### src/rtl/fir_tap_sequencer_if.sv
// Bus bundle between the FIR tap sequencer, its sample source, the
// coefficient ROM and the SB_MAC16 accumulator.
//
// Handshake: a sample transfers on a rising CLK edge where sample_valid and
// sample_ready are both high. sample_valid may rise at any time; once high,
// the source holds sample_in stable until that transfer edge. sample_ready
// does not depend on sample_valid. y_valid is a one-cycle pulse and has no
// back-pressure.
interface fir_tap_sequencer_if #(
    parameter int ADDR_W = 4
);
    logic [15:0]       sample_in;
    logic              sample_valid;
    logic              sample_ready;
    logic [ADDR_W-1:0] coef_addr;
    logic [15:0]       coef_data;
    logic [15:0]       mac_a;
    logic [15:0]       mac_b;
    logic              mac_ce;
    logic              mac_rst;
    logic [31:0]       mac_o;
    logic [15:0]       y_out;
    logic              y_valid;

    // Environment side: sample source, coefficient ROM, MAC, result sink
    modport master (
        output sample_in, sample_valid, coef_data, mac_o,
        input  sample_ready, coef_addr, mac_a, mac_b, mac_ce, mac_rst, y_out, y_valid
    );

    // Sequencer side
    modport slave (
        input  sample_in, sample_valid, coef_data, mac_o,
        output sample_ready, coef_addr, mac_a, mac_b, mac_ce, mac_rst, y_out, y_valid
    );
endinterface

### src/rtl/fir_tap_sequencer.sv
// FIR tap sequencer: stores samples in a circular delay line, streams
// sample/coefficient pairs into an external SB_MAC16, then floors and
// saturates the accumulated sum to a 16-bit output.
module fir_tap_sequencer #(
    parameter int NUM_TAPS  = 16,
    parameter int ADDR_W    = 4,
    parameter int OUT_SHIFT = 15
) (
    input  logic                 CLK,
    input  logic                 RST,
    fir_tap_sequencer_if.slave   bus,
    output logic [1:0]           state_dbg
);

    typedef enum logic [1:0] {
        IDLE  = 2'd0,
        CLEAR = 2'd1,
        RUN   = 2'd2,
        DONE  = 2'd3
    } state_t;

    state_t              state;
    state_t              state_nxt;
    logic [ADDR_W-1:0]   wr_ptr;
    logic [ADDR_W-1:0]   newest_ptr;
    logic [ADDR_W-1:0]   tap_cnt;
    logic [ADDR_W-1:0]   rd_addr;
    logic [ADDR_W:0]     fill_cnt;
    logic [15:0]         ram [NUM_TAPS];
    logic [15:0]         ram_q;
    logic                accept;
    logic                last_tap;
    logic                tap_live;
    logic signed [31:0]  acc_shift;
    logic [15:0]         y_sat;

    assign accept    = bus.sample_valid && bus.sample_ready;
    assign last_tap  = (tap_cnt == ADDR_W'(NUM_TAPS - 1));
    // Taps older than the number of samples seen so far read stale RAM
    assign tap_live  = ({1'b0, tap_cnt} <= fill_cnt);
    // Tap index issued this cycle equals the coefficient address
    assign rd_addr   = newest_ptr - bus.coef_addr;
    assign state_dbg = state;

    // Floor shift of the accumulator, then clamp to the 16-bit signed range
    assign acc_shift = $signed(bus.mac_o) >>> OUT_SHIFT;
    assign y_sat     = (acc_shift > 32'sd32767)  ? 16'h7FFF :
                       (acc_shift < -32'sd32768) ? 16'h8000 :
                       acc_shift[15:0];

    // State register
    always_ff @(posedge CLK or posedge RST) begin
        if (RST) state <= IDLE;
        else     state <= state_nxt;
    end

    // Next-state logic
    always_comb begin
        state_nxt = state;
        case (state)
            IDLE:    if (accept) state_nxt = CLEAR;
            CLEAR:   state_nxt = RUN;
            RUN:     if (last_tap) state_nxt = DONE;
            DONE:    state_nxt = IDLE;
            default: state_nxt = IDLE;
        endcase
    end

    // Outputs decoded from state; read address for tap j+1 issued in RUN cycle j
    always_comb begin
        bus.sample_ready = (state == IDLE) && !RST;
        bus.mac_rst      = (state == CLEAR);
        bus.mac_ce       = (state == RUN);
        bus.coef_addr    = '0;
        bus.mac_a        = '0;
        bus.mac_b        = '0;
        if (state == RUN) begin
            bus.coef_addr = tap_cnt + ADDR_W'(1);
            bus.mac_a     = tap_live ? ram_q : 16'h0000;
            bus.mac_b     = bus.coef_data;
        end
    end

    // Delay-line RAM: write on accept, synchronous read (BRAM style, no reset)
    always_ff @(posedge CLK) begin
        if (accept) ram[wr_ptr] <= bus.sample_in;
        ram_q <= ram[rd_addr];
    end

    // Pointers and fill count; pointer advances only once the run completes
    always_ff @(posedge CLK or posedge RST) begin
        if (RST) begin
            wr_ptr     <= '0;
            newest_ptr <= '0;
            fill_cnt   <= '0;
        end else begin
            if (accept) newest_ptr <= wr_ptr;
            if (state == DONE) begin
                wr_ptr <= wr_ptr + ADDR_W'(1);
                if (fill_cnt != (ADDR_W+1)'(NUM_TAPS))
                    fill_cnt <= fill_cnt + (ADDR_W+1)'(1);
            end
        end
    end

    // Tap counter: cleared in CLEAR, walks 0..NUM_TAPS-1 through RUN
    always_ff @(posedge CLK or posedge RST) begin
        if (RST)                 tap_cnt <= '0;
        else if (state == CLEAR) tap_cnt <= '0;
        else if (state == RUN)   tap_cnt <= tap_cnt + ADDR_W'(1);
    end

    // Result capture in DONE; y_valid pulses in the following IDLE cycle
    always_ff @(posedge CLK or posedge RST) begin
        if (RST) begin
            bus.y_out   <= '0;
            bus.y_valid <= 1'b0;
        end else begin
            bus.y_valid <= (state == DONE);
            if (state == DONE) bus.y_out <= y_sat;
        end
    end

endmodule

### src/flat_wrapper.sv
// flat-port wrapper written by rule: the top's interface ports become plain ports
module fir_tap_sequencer_flat 
#(
    parameter int NUM_TAPS  = 16,
    parameter int ADDR_W    = 4,
    parameter int OUT_SHIFT = 15
)
  (CLK, RST, state_dbg, bus_sample_in, bus_sample_valid, bus_coef_data, bus_mac_o, bus_sample_ready, bus_coef_addr, bus_mac_a, bus_mac_b, bus_mac_ce, bus_mac_rst, bus_y_out, bus_y_valid);
  fir_tap_sequencer_if #(.ADDR_W(ADDR_W)) bus_i ();
  input  logic CLK;
  input  logic RST;
  output logic [1:0] state_dbg;
  input wire logic [$bits(bus_i.sample_in)-1:0] bus_sample_in;
  input wire logic [$bits(bus_i.sample_valid)-1:0] bus_sample_valid;
  input wire logic [$bits(bus_i.coef_data)-1:0] bus_coef_data;
  input wire logic [$bits(bus_i.mac_o)-1:0] bus_mac_o;
  output wire logic [$bits(bus_i.sample_ready)-1:0] bus_sample_ready;
  output wire logic [$bits(bus_i.coef_addr)-1:0] bus_coef_addr;
  output wire logic [$bits(bus_i.mac_a)-1:0] bus_mac_a;
  output wire logic [$bits(bus_i.mac_b)-1:0] bus_mac_b;
  output wire logic [$bits(bus_i.mac_ce)-1:0] bus_mac_ce;
  output wire logic [$bits(bus_i.mac_rst)-1:0] bus_mac_rst;
  output wire logic [$bits(bus_i.y_out)-1:0] bus_y_out;
  output wire logic [$bits(bus_i.y_valid)-1:0] bus_y_valid;
  assign bus_i.sample_in = bus_sample_in;
  assign bus_i.sample_valid = bus_sample_valid;
  assign bus_i.coef_data = bus_coef_data;
  assign bus_i.mac_o = bus_mac_o;
  assign bus_sample_ready = bus_i.sample_ready;
  assign bus_coef_addr = bus_i.coef_addr;
  assign bus_mac_a = bus_i.mac_a;
  assign bus_mac_b = bus_i.mac_b;
  assign bus_mac_ce = bus_i.mac_ce;
  assign bus_mac_rst = bus_i.mac_rst;
  assign bus_y_out = bus_i.y_out;
  assign bus_y_valid = bus_i.y_valid;
  fir_tap_sequencer #(.NUM_TAPS(NUM_TAPS), .ADDR_W(ADDR_W), .OUT_SHIFT(OUT_SHIFT)) u_core (.CLK(CLK), .RST(RST), .bus(bus_i), .state_dbg(state_dbg));
endmodule
### config.mk
export PLATFORM = sky130hd
export DESIGN_NAME = fir_tap_sequencer_flat
export DESIGN_NICKNAME = d
export VERILOG_FILES = /design/src/rtl/fir_tap_sequencer_if.sv /design/src/rtl/fir_tap_sequencer.sv /design/src/flat_wrapper.sv
export SDC_FILE = /design/constraint.sdc
export NUM_CORES = 1
export LEC_CHECK = 0
export ABC_AREA = 1
export BUFFER_PORTS_ARGS = -buffer_cell sky130_fd_sc_hd__buf_2
export CORE_ASPECT_RATIO = 1.5
export CORE_MARGIN = 4
export CORE_UTILIZATION = 64
export DETAILED_ROUTE_END_ITERATION = 10
export PLACE_DENSITY = 0.85
export SLEW_MARGIN = 20
export SYNTH_ARGS = -nofsm -noshare
export SYNTH_HDL_FRONTEND = slang
export SYNTH_SLANG_ARGS = --single-unit
### constraint.sdc
create_clock -name CLK -period 5.5 [get_ports CLK]
set_clock_uncertainty 0.1 [all_clocks]
set_input_delay 0.825 -clock CLK [delete_from_list [all_inputs] [get_ports CLK]]
set_output_delay 0.825 -clock CLK [all_outputs]
set_load 0.1 [all_outputs]
==> results_dict.tcl <==
set metrics [dict create \
    worst-setup-path-type "register to register" \
    ys_ff_latch 308 \
    worstPathRequired_ns 5.82 \
    antenna_found_initial 0 \
    rows 64 \
    syn_inst 1335 \
    ys.flop_type "edfxtp_1" \
    synth-edff-count 256 \
    crit_family "buffers and inverters" \
    synth_fa_ha_area_share_pct 2.02 \
    max_freq_ghz 0.255 \
    max_cap_violations 0 \
    postCtsHoldBufs 0 \
    synth_compound_area_share_pct 3.63 \
    cp-end-kind "register" \
    layout_min_cycle_time_ns 3.92 \
    core-area_um2 20500 \
    drc 0 \
    die_h_um 185 \
    hold_viol 0 \
    finalNetCount 1516 \
    slowest_delay_ns 0.57 \
    start_util_pct 65.2 \
    clkSinkCount 308 \
    grt_pass1_vias 9365 \
    clk_latency_ns 0.53 \
    final-setup-viol-count 0 \
    vias_per_cell 5.53 \
    dieArea_um2 23300 \
    synth.avg_cell_area_um2 10.0 \
    via_count 9469 \
    relSlewSlack_pct 23.1 \
    clockBufferDepth 3 \
    max_slew.worst_pin.slew_ns 1.15 \
    nFillCells 1299 \
    ys_seq_area_share_pct 66.7 \
    grt_pass1_wl_mm 46.5 \
    gr-total-overflow 0 \
    htree_levels 1 \
    ys_warn_count 0 \
    synthArstFlopShare_pct 11.7 \
    hpwl_mm 16.8 \
    synthXorXnorAreaFrac_pct 0.646 \
    finish.instance_area_um2 14900 \
    antennaDiodeCount 0 \
    postCtsSetupBuffers 0 \
    cp_max_fo 47 \
    avgRoutedWirePerCell_um 17.5 \
    slowest_stage "buf_4" \
    die_w_um 126 \
    path_buf_inv 5 \
    io_buffers 109 \
    cp_cell_sequence "inv_1 -> ha_1 -> inv_1 -> nor2_1 -> ha_4 -> inv_1 -> fa_2 -> inv_2 -> buf_4 -> nor2_1 -> o21ai_0 -> nand2_1 -> nand2_1 -> nand2_1 -> nand2_1 -> nand2_1" \
    cts-buffers-inserted 26 \
    dpl_cell_area_um2 14100 \
    syn-num-nets 1423 \
    cts_tree "yes" \
    ctsResizeCount 0 \
    yosys.area.top_type "edfxtp_1" \
    grt_usage_pct 25.4 \
    firstDrtPassIters 5 \
    rsz0062_at_grt "false" \
    synth_top_area_share_pct 57.6 \
    hold_path_class "input pin to asynchronous set/reset pin" \
    synth_area_um2 13400 \
    place_congestion 0.817 \
    drtIter0Drc 1163 \
    startpoint_type "register" \
    synth_area_leaders "edfxtp_1 (58%), nand2_1 (12%), dfrtp_1 (6.7%)" \
    synth_top_family_by_area "simple AND/OR/NAND/NOR gates" \
    ant_nets 0 \
    io_pins 125 \
    synthSimpleGateAreaFrac_pct 20.2 \
    setup_tns_ns 0 \
    grt_max_degree 129 \
    arrival_ns 4.24 \
    synth_mux_area_share_pct 0.0843 \
    ys_types 30 \
    status "finished clean" \
    wirelength_mm 29.9 \
    clk_pin_slew_worst_paths_ns 0.07 \
    area_growth_pct 11.7 \
    cts-root-buf "clkbuf_16" \
    crit_path_frequent_cell "nand2_1" \
    layout-drive-gt1-share_pct 12.6 \
    drv_slew 0 \
    finalCritPeriodShare_pct 71.3 \
]
stage by stage:
| step | setup WS [ns] | hold slack [ns] | instances | util, % |
|---|---|---|---|---|
| floorplan | 0.753 | 0.342 | 1335 | - |
| global placement | 1.75 | 0.350 | 1664 | 68.9 |
| detailed placement | 1.62 | 0.362 | 1664 | 68.9 |
| CTS | 1.55 | 0.311 | 1711 | 72.7 |
| global route | 1.26 | 0.337 | 1711 | 72.8 |
| finish | 1.58 | 0.301 | 1711 | 72.8 |
cells in the mapped netlist (5+ instances only):
cell	instances
ha_1	20
dfxtp_1	16
nand2_1	414
dfrtp_1	36
edfxtp_1	256
xor2_1	8
clkbuf_1	20
nor2_1	185
buf_2	26
inv_1	157
o21ai_0	71
nand3_1	73
a21oi_1	19
buf_1	5
metal layers:
metal / wire length (um) / share of wire [%] / vias up / GRT usage (%)
met5: 0 / 0 / - / 0
met4: 1010 / 3.4 / 0 / 10.4
met3: 2770 / 9.3 / 89 / 3.61
met2: 15500 / 52 / 533 / 45.4
met1: 10600 / 36 / 4385 / 31.1
li1: - / - / 4462 / -
tightest hold or removal path, cell delays in order:
cell   delay (ns)
buf_2        0.11
inv_1        0.04
buf_4        0.38
worst paths after layout:
check | from | end | slack [ns] | cells past startpoint
min in group CLK | u_core.fill_cnt[4] | u_core.fill_cnt[4] | 0.38 | 1
max in group asynchronous | RST | u_core.wr_ptr[1] | 4.68 | 3
hold / removal | RST | u_core.tap_cnt[3] | 0.30 | 3
setup / recovery | u_core.state_dbg[0] | u_core.ram_q[0] | 1.58 | 16
hold reg to reg | u_core.fill_cnt[4] | u_core.fill_cnt[4] | 0.38 | 1
setup reg to reg | u_core.state_dbg[0] | u_core.ram_q[0] | 1.58 | 16
cells in the final DEF, fill, tap and decap left out, types with 2 or more instances in the layout:
master / count
ha_1: 19
o21ai_1: 4
clkbuf_1: 5
nand2_1: 414
xor2_1: 8
nand2_2: 2
nand4_1: 3
clkinv_1: 8
buf_2: 109
clkinv_2: 6
nor2_4: 8
o21ai_0: 71
nor2_1: 172
dfxtp_1: 16
dfrtp_1: 36
buf_4: 14
inv_1: 157
a21oi_1: 19
clkbuf_16: 27
edfxtp_1: 256
nand3_1: 73
nor2_2: 6
area by class of cell:
| class | count | area (um2) | area share, % |
|---|---|---|---|
| Sequential cell | 308 | 8910 | 59.7 |
| Clock buffer | 32 | 694 | 4.65 |
| Timing Repair Buffer | 124 | 671 | 4.50 |
| Clock inverter | 15 | 71.3 | 0.478 |
| Tap cell | 264 | 330 | 2.21 |
| Inverter | 159 | 598 | 4.01 |
| Multi-Input combinational cell | 809 | 3650 | 24.4 |
cells by family (layout without fill, tap and decap cells):
group           after synthesis  in the layout
fa+ha+maj                    21             21
xor+xnor                      9              9
mux                           1              1
buf+inv                     218            330
compound gates               96             96
flops                       308            308
simple gates                682            682
registers in the layout, indices dropped and copies added, names as in the netlist:
| signal | cells |
|---|---|
| u_core.ram | 256 |
| u_core.fill_cnt | 5 |
| u_core.bus.y_out | 16 |
| u_core.bus.y_valid | 1 |
| u_core.ram_q | 16 |
| u_core.newest_ptr | 4 |
| u_core.wr_ptr | 4 |
| u_core.state_dbg | 2 |
| u_core.tap_cnt | 4 |
Power is left out: the tool's default activity adds up to more than one toggle a clock period on the data nets, which glitch-free logic cannot reach.
